===== config.mk =====
export PLATFORM = sky130hd
export DESIGN_NAME = mem_port_arbiter
export DESIGN_NICKNAME = d
export VERILOG_FILES = /design/src/rtl/mem_port_arbiter.sv
export SDC_FILE = /design/constraint.sdc
export NUM_CORES = 1
export LEC_CHECK = 0
export BUFFER_PORTS_ARGS = -buffer_cell sky130_fd_sc_hd__buf_2
export CAP_MARGIN = 30
export CORE_AREA = 4 4 76 148
export DETAILED_ROUTE_END_ITERATION = 8
export DIE_AREA = 0 0 80 152
export HOLD_SLACK_MARGIN = 0.02
export PLACE_DENSITY = 0.64
export SYNTH_ARGS = -nofsm -noshare
export SYNTH_HDL_FRONTEND = slang
export SYNTH_SLANG_ARGS = --single-unit

===== constraint.sdc =====
create_clock -name clk -period 2.7 [get_ports clk]
set_input_delay 0 -clock clk [delete_from_list [all_inputs] [get_ports clk]]
set_output_delay 0 -clock clk [all_outputs]
set_load 0.005 [all_outputs]

===== src/rtl/mem_port_arbiter.sv =====
// rtl/mem_port_arbiter.sv - two-port (CPU/DMA) arbiter and sequencer for one synchronous RAM port
//
// Purpose: grants the single RAM port to the CPU (port 0) or DMA (port 1),
// sequences the access (IDLE -> ACCESS -> [CAPTURE] -> DONE), returns read
// data per port and pulses that port's done for one cycle.
//
// Ports:
//   clk, reset                 clock; asynchronous active-low reset
//   cpu_cmd/addr/wdata         CPU request (cmd 01 read, 10 write, 00/11 none)
//   cpu_rdata, cpu_done        CPU registered read data, one-cycle completion
//   dma_*                      same as cpu_* for the DMA/loader port
//   mem_cmd/addr/wdata         registered RAM command, address, write data
//   mem_rdata                  RAM read data, valid READ_LAT cycles after address
//   busy                       high whenever a transaction is in progress
//   owner                      port of the current/last grant (0 CPU, 1 DMA)
module mem_port_arbiter #(
  parameter int AW           = 9,
  parameter int DW           = 16,
  parameter int READ_LAT     = 1,
  parameter int CPU_PRIORITY = 0
) (
  input  logic          clk,
  input  logic          reset,
  input  logic [1:0]    cpu_cmd,
  input  logic [AW-1:0] cpu_addr,
  input  logic [DW-1:0] cpu_wdata,
  output logic [DW-1:0] cpu_rdata,
  output logic          cpu_done,
  input  logic [1:0]    dma_cmd,
  input  logic [AW-1:0] dma_addr,
  input  logic [DW-1:0] dma_wdata,
  output logic [DW-1:0] dma_rdata,
  output logic          dma_done,
  output logic [1:0]    mem_cmd,
  output logic [AW-1:0] mem_addr,
  output logic [DW-1:0] mem_wdata,
  input  logic [DW-1:0] mem_rdata,
  output logic          busy,
  output logic          owner
);

  localparam logic [1:0] CMD_NONE  = 2'b00;
  localparam logic [1:0] CMD_READ  = 2'b01;
  localparam logic [1:0] CMD_WRITE = 2'b10;
  // Last count value of the read hold; mem_cmd stays READ for READ_LAT cycles.
  localparam logic [1:0] LAT_LAST  = 2'(READ_LAT - 1);

  typedef enum logic [1:0] {IDLE, ACCESS, CAPTURE, DONE} state_t;

  state_t     state;
  logic       last_owner;
  logic [1:0] lat_cnt;
  logic       cpu_req;
  logic       dma_req;
  logic       grant_dma;

  // Command 11 is not a request.
  assign cpu_req = (cpu_cmd == CMD_READ) || (cpu_cmd == CMD_WRITE);
  assign dma_req = (dma_cmd == CMD_READ) || (dma_cmd == CMD_WRITE);

  // On contention, round-robin hands the grant to the port that did not win last.
  always_comb begin
    grant_dma = dma_req;
    if (cpu_req && dma_req) begin
      grant_dma = (CPU_PRIORITY != 0) ? 1'b0 : ~last_owner;
    end
  end

  assign busy = (state != IDLE);

  always_ff @(posedge clk or negedge reset) begin
    if (!reset) begin
      state      <= IDLE;
      last_owner <= 1'b1;
      owner      <= 1'b0;
      lat_cnt    <= 2'd0;
      mem_cmd    <= CMD_NONE;
      mem_addr   <= '0;
      mem_wdata  <= '0;
      cpu_rdata  <= '0;
      dma_rdata  <= '0;
      cpu_done   <= 1'b0;
      dma_done   <= 1'b0;
    end else begin
      cpu_done <= 1'b0;
      dma_done <= 1'b0;
      case (state)
        IDLE: begin
          mem_cmd <= CMD_NONE;
          if (cpu_req || dma_req) begin
            // Latch the winner's request; its inputs are not looked at again.
            owner      <= grant_dma;
            last_owner <= grant_dma;
            mem_cmd    <= grant_dma ? dma_cmd   : cpu_cmd;
            mem_addr   <= grant_dma ? dma_addr  : cpu_addr;
            mem_wdata  <= grant_dma ? dma_wdata : cpu_wdata;
            lat_cnt    <= 2'd0;
            state      <= ACCESS;
          end
        end
        ACCESS: begin
          if (mem_cmd == CMD_WRITE) begin
            // The RAM writes at the end of this single ACCESS cycle.
            mem_cmd <= CMD_NONE;
            state   <= DONE;
            if (owner) dma_done <= 1'b1;
            else       cpu_done <= 1'b1;
          end else if (lat_cnt == LAT_LAST) begin
            mem_cmd <= CMD_NONE;
            state   <= CAPTURE;
          end else begin
            lat_cnt <= lat_cnt + 2'd1;
          end
        end
        CAPTURE: begin
          if (owner) begin
            dma_rdata <= mem_rdata;
            dma_done  <= 1'b1;
          end else begin
            cpu_rdata <= mem_rdata;
            cpu_done  <= 1'b1;
          end
          state <= DONE;
        end
        DONE: begin
          state <= IDLE;
        end
        default: begin
          state <= IDLE;
        end
      endcase
    end
  end

endmodule


==> implementation parameters <==
Parameter                              Value

Logic synthesis
  Cell taking the most area after synthesis    sky130_fd_sc_hd__dfrtp_1
  Dominant cell by count in the synthesized netlist    sky130_fd_sc_hd__dfrtp_1
  Compound-Gate Fraction of Synth Area    9.39%
  Share of flip-flops with an asynchronous set or reset after synthesis    100%
  Synth Area in XOR/XNOR    less than 1%
  Number of enable-type register cells in the synthesized netlist    0
  Total number of yosys warnings    0
  Portion of synthesized cell area occupied by the leading cell type    between 50% and 60%
  Syn_area_per_cell    between 10 and 15 um^2
  Total nets after synthesis    about 320
  Sequential element share of the synthesized area    ~56%
  Synthesized flop and latch total    67
  Adder-cell share of the synthesized area    1.68%
  Dominant synthesized flop cell    sky130_fd_sc_hd__dfrtp_1
  Cell types with the highest counts after synthesis    sky130_fd_sc_hd__dfrtp_1 (66), sky130_fd_sc_hd__nand2_1 (32), sky130_fd_sc_hd__o21ai_1 (30), sky130_fd_sc_hd__mux2i_1 (25), sky130_fd_sc_hd__mux2_1 (21)
  Netlist area before placement    slightly below 3000 um^2
  Number of unique standard cell types used by synthesis    32
  Biggest area contributors in the synthesized netlist    sky130_fd_sc_hd__dfrtp_1 (56%), sky130_fd_sc_hd__mux2i_1 (8.4%), sky130_fd_sc_hd__mux2_1 (8.0%)
  Simple-gate share of the synthesized area    under 10%
  Dominant combinational cell family by area after synthesis    multiplexers
  Post-synthesis cell count    241
  Proportion of synthesized area in mux cells    between 20% and 30%

CTS
  Clock root cell    sky130_fd_sc_hd__clkbuf_16
  H-tree levels    3
  Total CTS buffers    9
  CTS tree    yes
  Worst skew pair latency    0.32 ns
  Maximum clock path buffer count    2
  Clock-pin slew on the worst setup and hold paths    ~0.05 ns
  Number of resized instances in the post-cts repair step    0
  Clk sinks    67

Worst setup path
  Kind of end point of the critical path    register
  Required @ worst endpoint    between 2 and 3 ns
  Critical Path AT    2.39 ns
  Top fanout value on the critical path    27
  Crit Path Category    register to register
  Startpoint types    register

Timing
  Achievable Freq    between 400 and 500 MHz
  Final sum of negative setup slack    0 ns
  Relative slew margins    about 52%
  Smallest hold slack    between 0.03 and 0.04 ns
  Worst path setup slack after routing    slightly above 0.5 ns
  Slew Limit Fails    0
  Unrepaired setup endpoints after global routing    no
  Final Critical Period    about 2.2 ns
  Period utilisation layout    between 80% and 90%
  Transition time at the pin with the least slew margin    just over 0.7 ns
  Number of endpoints failing setup at the final stage    0
  Setup skew after layout    about 0.0042 ns
  Final Hold Fails    0

Die
  Number of ports placed on the die boundary    135
  Initial cell density of the core    around 29%
  Die span in y    between 150 and 200 um
  Area of the core    slightly above 10000 um^2
  Number of placement rows    52
  Area of the die    between 10000 and 15000 um^2
  Die width    ~80 um

Pwr
  Register share of total power    around 37%
  Design internal power    3.29 mW
  Worst VDD drop    0.372 mV
  Reported leakage power    around 2.4 nW
  Portion of total power attributed to combinational logic    37.5%
  Net switching power figure    roughly 1.5 mW
  Relative contribution of the clock network to total power    a little over a quarter
  Switching power share of the total    31.3%
  Power density over the cells    1010 nW/um^2

Drt
  Routed Antenna Nets    0
  DRC violations left    0
  Number of detailed-route iterations in the first pass    4
  Via count normalized by instance count    about 4.4
  Routed length per instance    13.2 um
  Final wirelength    7710 um
  DR iter-0 viols    approximately 100
  Total vias in the final route    between 2000 and 3000

Min path
  Worst min path class    primary input to register

Layout
  Proportion of layout cells with a drive suffix above 1    between 30% and 40%
  Area overhead of the layout relative to synthesis    59.7%
  Antenna cells    0
  Nets    roughly 520
  Final Core Density    between 40% and 50%

Global routing
  Overall track demand over capacity in global routing    between 10% and 20%
  Overall overflow remaining after global route    0
  Largest net degree at the start of global routing    52
  Wire length of the first global-routing pass    13100 um
  Via count of the first global-routing pass    around 2900
  Antenna violations before repair    0

Placed design
  Pre-CTS setup slack    slightly above 0.9 ns
  Final HPWL DP    between 5000 and 6000 um
  Port Buffer Count    between 100 and 150
  Routability cong.    ~0.74

Run
  Max capacitance violation total    0

Outcome
  Outcome    finished, final reports clean
-- logic make-up after synthesis --
family	after synthesis
xor+xnor	2
fa+ha+maj	4
compound gates	46
buf+inv	19
mux	58
simple gates	45
flops	67
-- worst max-delay path, stage by stage (launching register included) --
cell	delay [ns]
sky130_fd_sc_hd__dfstp_2	0.56
sky130_fd_sc_hd__inv_1	0.08
sky130_fd_sc_hd__o21bai_4	0.12
sky130_fd_sc_hd__buf_4	0.40
sky130_fd_sc_hd__mux2i_1	0.25
sky130_fd_sc_hd__dlygate4sd3_1	0.57
sky130_fd_sc_hd__o21ai_1	0.05
-- timing repair --
item,CTS,global route
endpoints found under the hold margin,85,0
hold buffers,67,0
setup buffers,0,0
-- routing by layer --
metal | routed length [um] | GRT usage (%) | vias to the layer above
met2 | 4250 | 24.4 | 93
met4 | 167 | 5.64 | 0
met3 | 509 | 4.03 | 13
li1 | - | - | 1254
met1 | 2790 | 14.1 | 1198
met5 | 0 | 0 | -
-- final cells by class --
cell class	count	area (um^2)
multi-input combinational	155	1160
clock buffer	10	239
fill	953	5410
sequential	67	1680
timing repair buffer	205	1380
tap	135	169
inverter	7	26.3
clock inverter	6	88.8
-- state kept, by name, summed over array words and instances, names as in the netlist --
| register | flops |
|---|---|
| mem_addr | 9 |
| lat_cnt | 2 |
| cpu_done | 1 |
| last_owner | 1 |
| mem_cmd | 2 |
| cpu_rdata | 16 |
| owner | 1 |
| mem_wdata | 16 |
| dma_rdata | 16 |
| state | 2 |
| dma_done | 1 |
-- power by group through the flow --
stage                     Sequential (mW)  Clock, mW  Combinational [mW]
after floorplan                      1.79          0               0.949
after global placement               1.75          0                1.65
after detailed placement             1.76          0                1.70
after CTS                            1.75       1.29                1.83
after global routing                 1.81       1.34                2.03
final                                1.74       1.25                1.79
-- layout by cell type (no fill, tap or decap) --
cell,netlist,final
sky130_fd_sc_hd__buf_2,5,134
sky130_fd_sc_hd__dlygate4sd3_1,0,67
sky130_fd_sc_hd__dfrtp_1,66,66
sky130_fd_sc_hd__nand2_1,32,32
sky130_fd_sc_hd__o21ai_1,30,30
sky130_fd_sc_hd__mux2i_1,25,25
sky130_fd_sc_hd__mux2_1,21,21
sky130_fd_sc_hd__mux2_2,12,12
sky130_fd_sc_hd__clkbuf_16,0,9
sky130_fd_sc_hd__inv_1,7,7
sky130_fd_sc_hd__nor2_1,4,4
sky130_fd_sc_hd__ha_1,4,4
sky130_fd_sc_hd__nor2b_1,3,3
sky130_fd_sc_hd__and3_1,3,3
sky130_fd_sc_hd__a211o_1,3,3
sky130_fd_sc_hd__o21ai_0,3,3
sky130_fd_sc_hd__buf_4,3,3
sky130_fd_sc_hd__a21o_1,2,2
sky130_fd_sc_hd__xnor2_1,2,2
sky130_fd_sc_hd__bufinv_16,0,2
sky130_fd_sc_hd__clkinvlp_4,0,2
sky130_fd_sc_hd__and2b_1,1,1
sky130_fd_sc_hd__nand3_1,1,1
sky130_fd_sc_hd__o21bai_1,1,1
sky130_fd_sc_hd__nand2b_1,1,1
sky130_fd_sc_hd__a21oi_1,1,1
sky130_fd_sc_hd__a221oi_1,1,1
sky130_fd_sc_hd__o31ai_1,1,1
sky130_fd_sc_hd__o21bai_4,1,1
sky130_fd_sc_hd__a31oi_1,1,1
sky130_fd_sc_hd__o2bb2ai_1,1,1
sky130_fd_sc_hd__o32a_1,1,1
sky130_fd_sc_hd__clkbuf_8,0,1
sky130_fd_sc_hd__clkinv_4,0,1
sky130_fd_sc_hd__clkinv_2,0,1
sky130_fd_sc_hd__dfstp_2,1,1
sky130_fd_sc_hd__buf_12,2,1
-- worst paths after layout --
path / start / end / slack, ns / cells past startpoint
worst min-delay path: cpu_cmd[1] / mem_cmd[0]$_DFFE_PN0P_ / 0.04 / 3
worst min register to register: mem_addr[4]$_DFFE_PN0P_ / mem_addr[4]$_DFFE_PN0P_ / 0.48 / 2
min in group asynchronous: reset / mem_cmd[0]$_DFFE_PN0P_ / 0.28 / 2
max in group asynchronous: reset / dma_rdata[12]$_DFFE_PN0P_ / 1.76 / 3
worst max register to register: last_owner$_DFFE_PN1P_ / mem_wdata[10]$_DFFE_PN0P_ / 0.50 / 6
worst max-delay path: last_owner$_DFFE_PN1P_ / mem_wdata[10]$_DFFE_PN0P_ / 0.50 / 6
-- per-stage QoR --
stage                     total power [mW]  cell area [um^2]  std cells
final                                 4.78              4740        585
after global routing                  5.17              4740        585
after CTS                             4.87              4740        585
after detailed placement              3.47              3750        502
after global placement                3.40              3750        502
after floorplan                       2.74              2970        241
Note: power is estimated with default switching activity, not from simulation.
